--- src/rtl/cpu_types_pkg.sv ---
// Shared CPU types: word/register widths, ALU opcodes, operand/destination
// selects, and the ID/EX pipeline bundle.
package cpu_types_pkg;

  typedef logic [31:0] word_t;
  typedef logic [4:0]  regbits_t;

  typedef enum logic [3:0] {
    ALU_SLL  = 4'd0,
    ALU_SRL  = 4'd1,
    ALU_ADD  = 4'd2,
    ALU_SUB  = 4'd3,
    ALU_AND  = 4'd4,
    ALU_OR   = 4'd5,
    ALU_XOR  = 4'd6,
    ALU_NOR  = 4'd7,
    ALU_SLT  = 4'd8,
    ALU_SLTU = 4'd9
  } aluop_t;

  typedef enum logic [1:0] {
    SRC_RDAT2 = 2'd0,
    SRC_IMM   = 2'd1,
    SRC_SHAMT = 2'd2
  } alusrc_t;

  typedef enum logic [1:0] {
    DST_RT  = 2'd0,
    DST_RD  = 2'd1,
    DST_R31 = 2'd2
  } regdst_t;

  typedef struct packed {
    logic     valid;
    word_t    imm;
    word_t    rdat1;
    word_t    rdat2;
    word_t    npc;
    regbits_t shamt;
    regbits_t rs;
    regbits_t rt;
    regbits_t rd;
    aluop_t   aluop;
    alusrc_t  alusrc;
    regdst_t  regdst;
    logic     regwr;
    logic     memrd;
    logic     memwr;
    logic     memtoreg;
    logic     jal;
    logic     halt;
  } id_ex_t;

  // All-zero bundle: empty slot, aluop decodes as ALU_SLL.
  localparam id_ex_t ID_EX_NOP = '0;

endpackage

--- src/rtl/id_ex_latch.sv ---
// ID/EX pipeline register. Holds the decoded bundle for the execute stage,
// with hold (en_i=0), squash (flush_i) and load-use bubble insertion.
module id_ex_latch
  import cpu_types_pkg::*;
(
  input  logic        CLK,
  input  logic        nRST,
  input  logic        en_i,
  input  logic        flush_i,
  input  logic        bubble_i,
  input  logic        id_valid_i,
  input  logic [31:0] id_imm_i,
  input  logic [31:0] id_rdat1_i,
  input  logic [31:0] id_rdat2_i,
  input  logic [31:0] id_npc_i,
  input  logic [4:0]  id_shamt_i,
  input  logic [4:0]  id_rs_i,
  input  logic [4:0]  id_rt_i,
  input  logic [4:0]  id_rd_i,
  input  logic [3:0]  id_aluop_i,
  input  logic [1:0]  id_alusrc_i,
  input  logic [1:0]  id_regdst_i,
  input  logic        id_regwr_i,
  input  logic        id_memrd_i,
  input  logic        id_memwr_i,
  input  logic        id_memtoreg_i,
  input  logic        id_jal_i,
  input  logic        id_halt_i,
  output logic        ex_valid_o,
  output logic [31:0] ex_imm_o,
  output logic [31:0] ex_rdat1_o,
  output logic [31:0] ex_rdat2_o,
  output logic [31:0] ex_npc_o,
  output logic [4:0]  ex_shamt_o,
  output logic [4:0]  ex_rs_o,
  output logic [4:0]  ex_rt_o,
  output logic [4:0]  ex_rd_o,
  output logic [3:0]  ex_aluop_o,
  output logic [1:0]  ex_alusrc_o,
  output logic [1:0]  ex_regdst_o,
  output logic        ex_regwr_o,
  output logic        ex_memrd_o,
  output logic        ex_memwr_o,
  output logic        ex_memtoreg_o,
  output logic        ex_jal_o,
  output logic        ex_halt_o
);

  id_ex_t id_s;
  id_ex_t ex_d;
  id_ex_t ex_q;

  // Pack decode-side ports into one bundle; side-effecting controls are
  // masked by valid so a non-instruction can never write or halt.
  always_comb begin
    id_s          = ID_EX_NOP;
    id_s.valid    = id_valid_i;
    id_s.imm      = id_imm_i;
    id_s.rdat1    = id_rdat1_i;
    id_s.rdat2    = id_rdat2_i;
    id_s.npc      = id_npc_i;
    id_s.shamt    = id_shamt_i;
    id_s.rs       = id_rs_i;
    id_s.rt       = id_rt_i;
    id_s.rd       = id_rd_i;
    id_s.aluop    = aluop_t'(id_aluop_i);
    id_s.alusrc   = alusrc_t'(id_alusrc_i);
    id_s.regdst   = regdst_t'(id_regdst_i);
    id_s.regwr    = id_regwr_i & id_valid_i;
    id_s.memrd    = id_memrd_i;
    id_s.memwr    = id_memwr_i & id_valid_i;
    id_s.memtoreg = id_memtoreg_i;
    id_s.jal      = id_jal_i;
    id_s.halt     = id_halt_i & id_valid_i;
  end

  // Next-state mux: flush beats bubble beats load; otherwise hold.
  // A bubble zeroes specifiers too so forwarding never sees stale rs/rt.
  always_comb begin
    ex_d = ex_q;
    if (flush_i) begin
      ex_d = ID_EX_NOP;
    end else if (en_i && bubble_i) begin
      ex_d = ID_EX_NOP;
    end else if (en_i) begin
      ex_d = id_s;
    end
  end

  // Bundle register with synchronous active-low reset.
  always_ff @(posedge CLK) begin
    if (!nRST) begin
      ex_q <= ID_EX_NOP;
    end else begin
      ex_q <= ex_d;
    end
  end

  assign ex_valid_o    = ex_q.valid;
  assign ex_imm_o      = ex_q.imm;
  assign ex_rdat1_o    = ex_q.rdat1;
  assign ex_rdat2_o    = ex_q.rdat2;
  assign ex_npc_o      = ex_q.npc;
  assign ex_shamt_o    = ex_q.shamt;
  assign ex_rs_o       = ex_q.rs;
  assign ex_rt_o       = ex_q.rt;
  assign ex_rd_o       = ex_q.rd;
  assign ex_aluop_o    = ex_q.aluop;
  assign ex_alusrc_o   = ex_q.alusrc;
  assign ex_regdst_o   = ex_q.regdst;
  assign ex_regwr_o    = ex_q.regwr;
  assign ex_memrd_o    = ex_q.memrd;
  assign ex_memwr_o    = ex_q.memwr;
  assign ex_memtoreg_o = ex_q.memtoreg;
  assign ex_jal_o      = ex_q.jal;
  assign ex_halt_o     = ex_q.halt;

endmodule

--- config.mk ---
export PLATFORM = sky130hd
export DESIGN_NAME = id_ex_latch
export DESIGN_NICKNAME = d
export VERILOG_FILES = /design/src/rtl/cpu_types_pkg.sv /design/src/rtl/id_ex_latch.sv
export SDC_FILE = /design/constraint.sdc
export NUM_CORES = 1
export LEC_CHECK = 0
export CORE_MARGIN = 4
export CORE_UTILIZATION = 43
export DETAILED_ROUTE_END_ITERATION = 10
export PLACE_DENSITY_LB_ADDON = 0.05
export SLEW_MARGIN = 40
export SYNTH_ARGS = -nofsm -noshare
export SYNTH_HDL_FRONTEND = slang
export SYNTH_SLANG_ARGS = --single-unit
--- constraint.sdc ---
create_clock -name CLK -period 2.5 [get_ports CLK]
set_input_delay 0.25 -clock CLK [delete_from_list [all_inputs] [get_ports CLK]]
set_output_delay 0.25 -clock CLK [all_outputs]
set_load 0.01 [all_outputs]
# Word level (Yosys, flattened, before mapping)
# Index checks and enable logic that the tools add are counted.
# W data, S select, Z words.
word_totals:
  register_bits: 163
  elab_cells: 24
classes:
  reduce_logical: 2
  n_bitwise: 4
ops:
  columns: ["op", "n"]
  rows:
  - ["$and A1 B1 Y1", 3]
  - ["$reduce_or A3 Y1", 1]
  - ["$logic_and A1 B1 Y1", 1]
  - ["$not A1 Y1", 1]

# Depth between registers and ports, before layout
logic_depth:
  ltp_word: 2
  depth_mapped: 6
  ltp_nobuf: 2

# Least setup slack after synthesis
# OpenSTA, ideal clock, no wires.
synth_path:
  kind: "input -> register"
  startpoint: "in en_i"
  endpoint: "reg ex_q (netlist bit ex_imm_o[0])"
  t_required_ns: 2.375
  path_buffers: 3
  path_slack_ns: 1.362
  stages: 5
  setup_time_ns: 0.125
  arrival_ns: 1.013
  path_cell_list: "buf_2 buf_4 clkbuf_4 mux2i_1 nor3_2"
synth_via:
  elab_chain_len: 2
synth_lines:
  columns: ["item", "line", "rtl"]
  rows:
  - ["start: declaration", "id_ex_latch.sv:8", "input logic en_i,"]
  - ["$logic_and A1 B1 Y1", "id_ex_latch.sv:83", "end else if (en_i && bubble_i) begin"]
  - ["$reduce_or A3 Y1 (no source line)", null, null]
  - ["end signal: assignment", "id_ex_latch.sv:93", "ex_q <= ID_EX_NOP;"]
  - ["end signal: assignment", "id_ex_latch.sv:95", "ex_q <= ex_d;"]
  - ["end: declaration", "id_ex_latch.sv:51", "id_ex_t ex_q;"]
# Parallel ways exist; a longest one is shown, timed or not.
# A chain may end at the register's enable or synchronous reset.

# Worst setup path in the final report
layout_path:
  startpoint: "reg ex_q (netlist bit ex_imm_o[17])"
  endpoint: "out ex_imm_o[17]"
layout_rtl:
  columns: ["item", "line", "rtl"]
  rows:
  - ["end: declaration", "id_ex_latch.sv:30", "output logic [31:0] ex_imm_o,"]
# No word-level cell between the ends.

==> out/metrics.csv <==
metric;value;unit
status;finished clean;
Seq/Total Area, Yosys;50.7;%
Mapped Area;6440;um2
total power;6.12;mW
vias per inst;4.96;
crit-path leading delay family;buffers and inverters;
dpl ws;746;ps
startpoint types;flip-flop;
Post-synth ARST share;0;%
largest area contributor in the netlist;dfxtp_1;
CTS clk-pin slew, worst paths;60;ps
post-cts resize count;0;
Netlist cell types;13;
sequential cell area;3260;um2
R2R Setup Slk;1790;ps
CTS tree;done;
final cell count without fillers;1049;
Post-DP Area;9780;um2
largest net degree at the start of global routing;92;
# DRC;0;
Synth Warn #;0;
final setup margin;907;ps
initial antenna violation count;1;
Root Driver;clkbuf_16;
Slowest cell on crit path;clkdlybuf4s50_1;
peak supply drop;0.382;mV
post-synth top area share;50.7;%
drt first pass iters;4;
Max Clock Skew;0;ps
die area;17000;um2
Tmin final;1590;ps
endpoint class of the critical path;output port;
Main synth FF type;dfxtp_1;
syn_area_per_cell;11.7;um2
Iteration-0 DRC Markers;202;
Die X;130;um
worst min path class;in -> reg;
depth of the CTS H-tree;4;
share of cells above drive strength 1;13.0;%
IO buf count;330;
setup violators final;0;
Post-DRT Antenna Nets;0;
Post-CTS Setup Inserts;0;
max cap viols;0;
Layout Nets;1019;
fin. max-slew vios;0;
setup TNS;0;ps
Syn Nets;717;
vias;5204;
P&R area growth vs syn;61.1;%
CP arrival;1340;ps
count leader, synth;dfxtp_1;
largest fanout on the critical path;2;
commonest cells in the netlist;dfxtp_1 (163), mux2i_1 (160), nor3_1 (90);
final-report hold violation count;0;
Clock Latency Late Sink;410;ps
Clock Tree Buf Depth;2;
final wirelength;19200;um
vias in the first global route;5318;
Cells after Synth;549;
multi-input logic area;2830;um2
CP Class;reg -> out;
Bufs and invs on worst path;1;
starting density of the core;44.1;%
FF+latch count, synth;163;
post-DP HPWL;14200;um
actual slew at the worst max-slew pin;642;ps
Post-synth EDFFs;0;
Min Hold Slack;428;ps
largest cells by area after synthesis;dfxtp_1 (51%), mux2i_1 (25%), nor3_2 (11%);
Layout fillers;1073;
global placer's final weighted congestion;0.783;
first-pass GRT wire length;28600;um
Slew HR;57.2;%
cts hold-fix bufs;0;
DR WL/cell;18.3;um
Lkg Pwr;4.01;nW
height of the chip;130;um
fin util;71.1;%
Final period util;63.7;%
CP peak stage delay;590;ps
FMAX;628;MHz
row count;44;
area of the core;14600;um2
crit-path cells;clkdlybuf4s50_1;
Finished Cell Area;10400;um2
GR Overflow Total;0;
Placed Cells incl. Taps;1016;
RSZ-0062 raised after global routing;no;
Tot GR Track Use;21.8;%
power per cell area;590;nW/um2
TritonCTS Sinks;163;
CP Data Required Time;2250;ps
CTS Buf Count;17;
io pins;331;
==> worst paths after layout <==
check | from | end | cells after the start
setup / recovery | ex_imm_o[17] | ex_imm_o[17] | 1
hold / removal | id_memwr_i | ex_memwr_o | 3
setup reg to reg | ex_rt_o[4] | ex_rt_o[4] | 2
hold reg to reg | ex_memwr_o | ex_memwr_o | 2
==> state kept, by name (all words and copies together) (netlist names), 2 cells and up <==
name / cells
ex_regdst_o: 2
ex_rs_o: 5
ex_imm_o: 32
ex_rdat1_o: 32
ex_shamt_o: 5
ex_rd_o: 5
ex_rt_o: 5
ex_npc_o: 32
ex_rdat2_o: 32
ex_aluop_o: 4
ex_alusrc_o: 2
==> layout by cell type (no fill, tap or decap), drive strengths merged <==
cell,netlist,final
clkdlybuf4s50,0,329
and2,1,1
nand2b,4,4
buf,40,8
nand3,3,3
bufinv,0,2
diode,0,1
clkbuf,15,23
a211oi,3,3
mux2i,160,160
dfxtp,163,163
clkinv,0,6
nor3,160,160
clkinvlp,0,2
==> kinds of logic after synthesis <==
family / share of synthesized area [%]
AO/OA/AOI/OAI: 0.350
buffers and inverters: 5.50
flip-flops: 50.7
multiplexers: 24.9
AND/OR/NAND/NOR: 18.6
==> routing by layer <==
| metal | share of wire, % | GRT usage (%) |
|---|---|---|
| met5 | 0 | 0 |
| met4 | 2.7 | 8.89 |
| met3 | 11 | 9.17 |
| met2 | 51 | 38.4 |
| met1 | 36 | 22.9 |
==> area by class of cell <==
cell class	instances	share of cell area, %
Clock inverter	10	1.01
Sequential cell	163	31.5
Antenna cell	1	0.0241
Tap cell	184	2.22
Timing Repair Buffer	338	33.3
Multi-Input combinational cell	331	27.3
Clock buffer	22	4.67
==> report_power, final <==
group          switching (mW)  internal (mW)
Clock                   0.989           1.57
Combinational           0.355          0.507
Sequential             0.0372           2.67
Total                    1.38           4.74
==> worst min-delay path: cells and delay by family <==
kind	cells	cell delay, ps
buffers and inverters	1	400
AND/OR/NAND/NOR	1	80
AO/OA/AOI/OAI	1	60
Note: power is estimated with default switching activity, not from simulation.
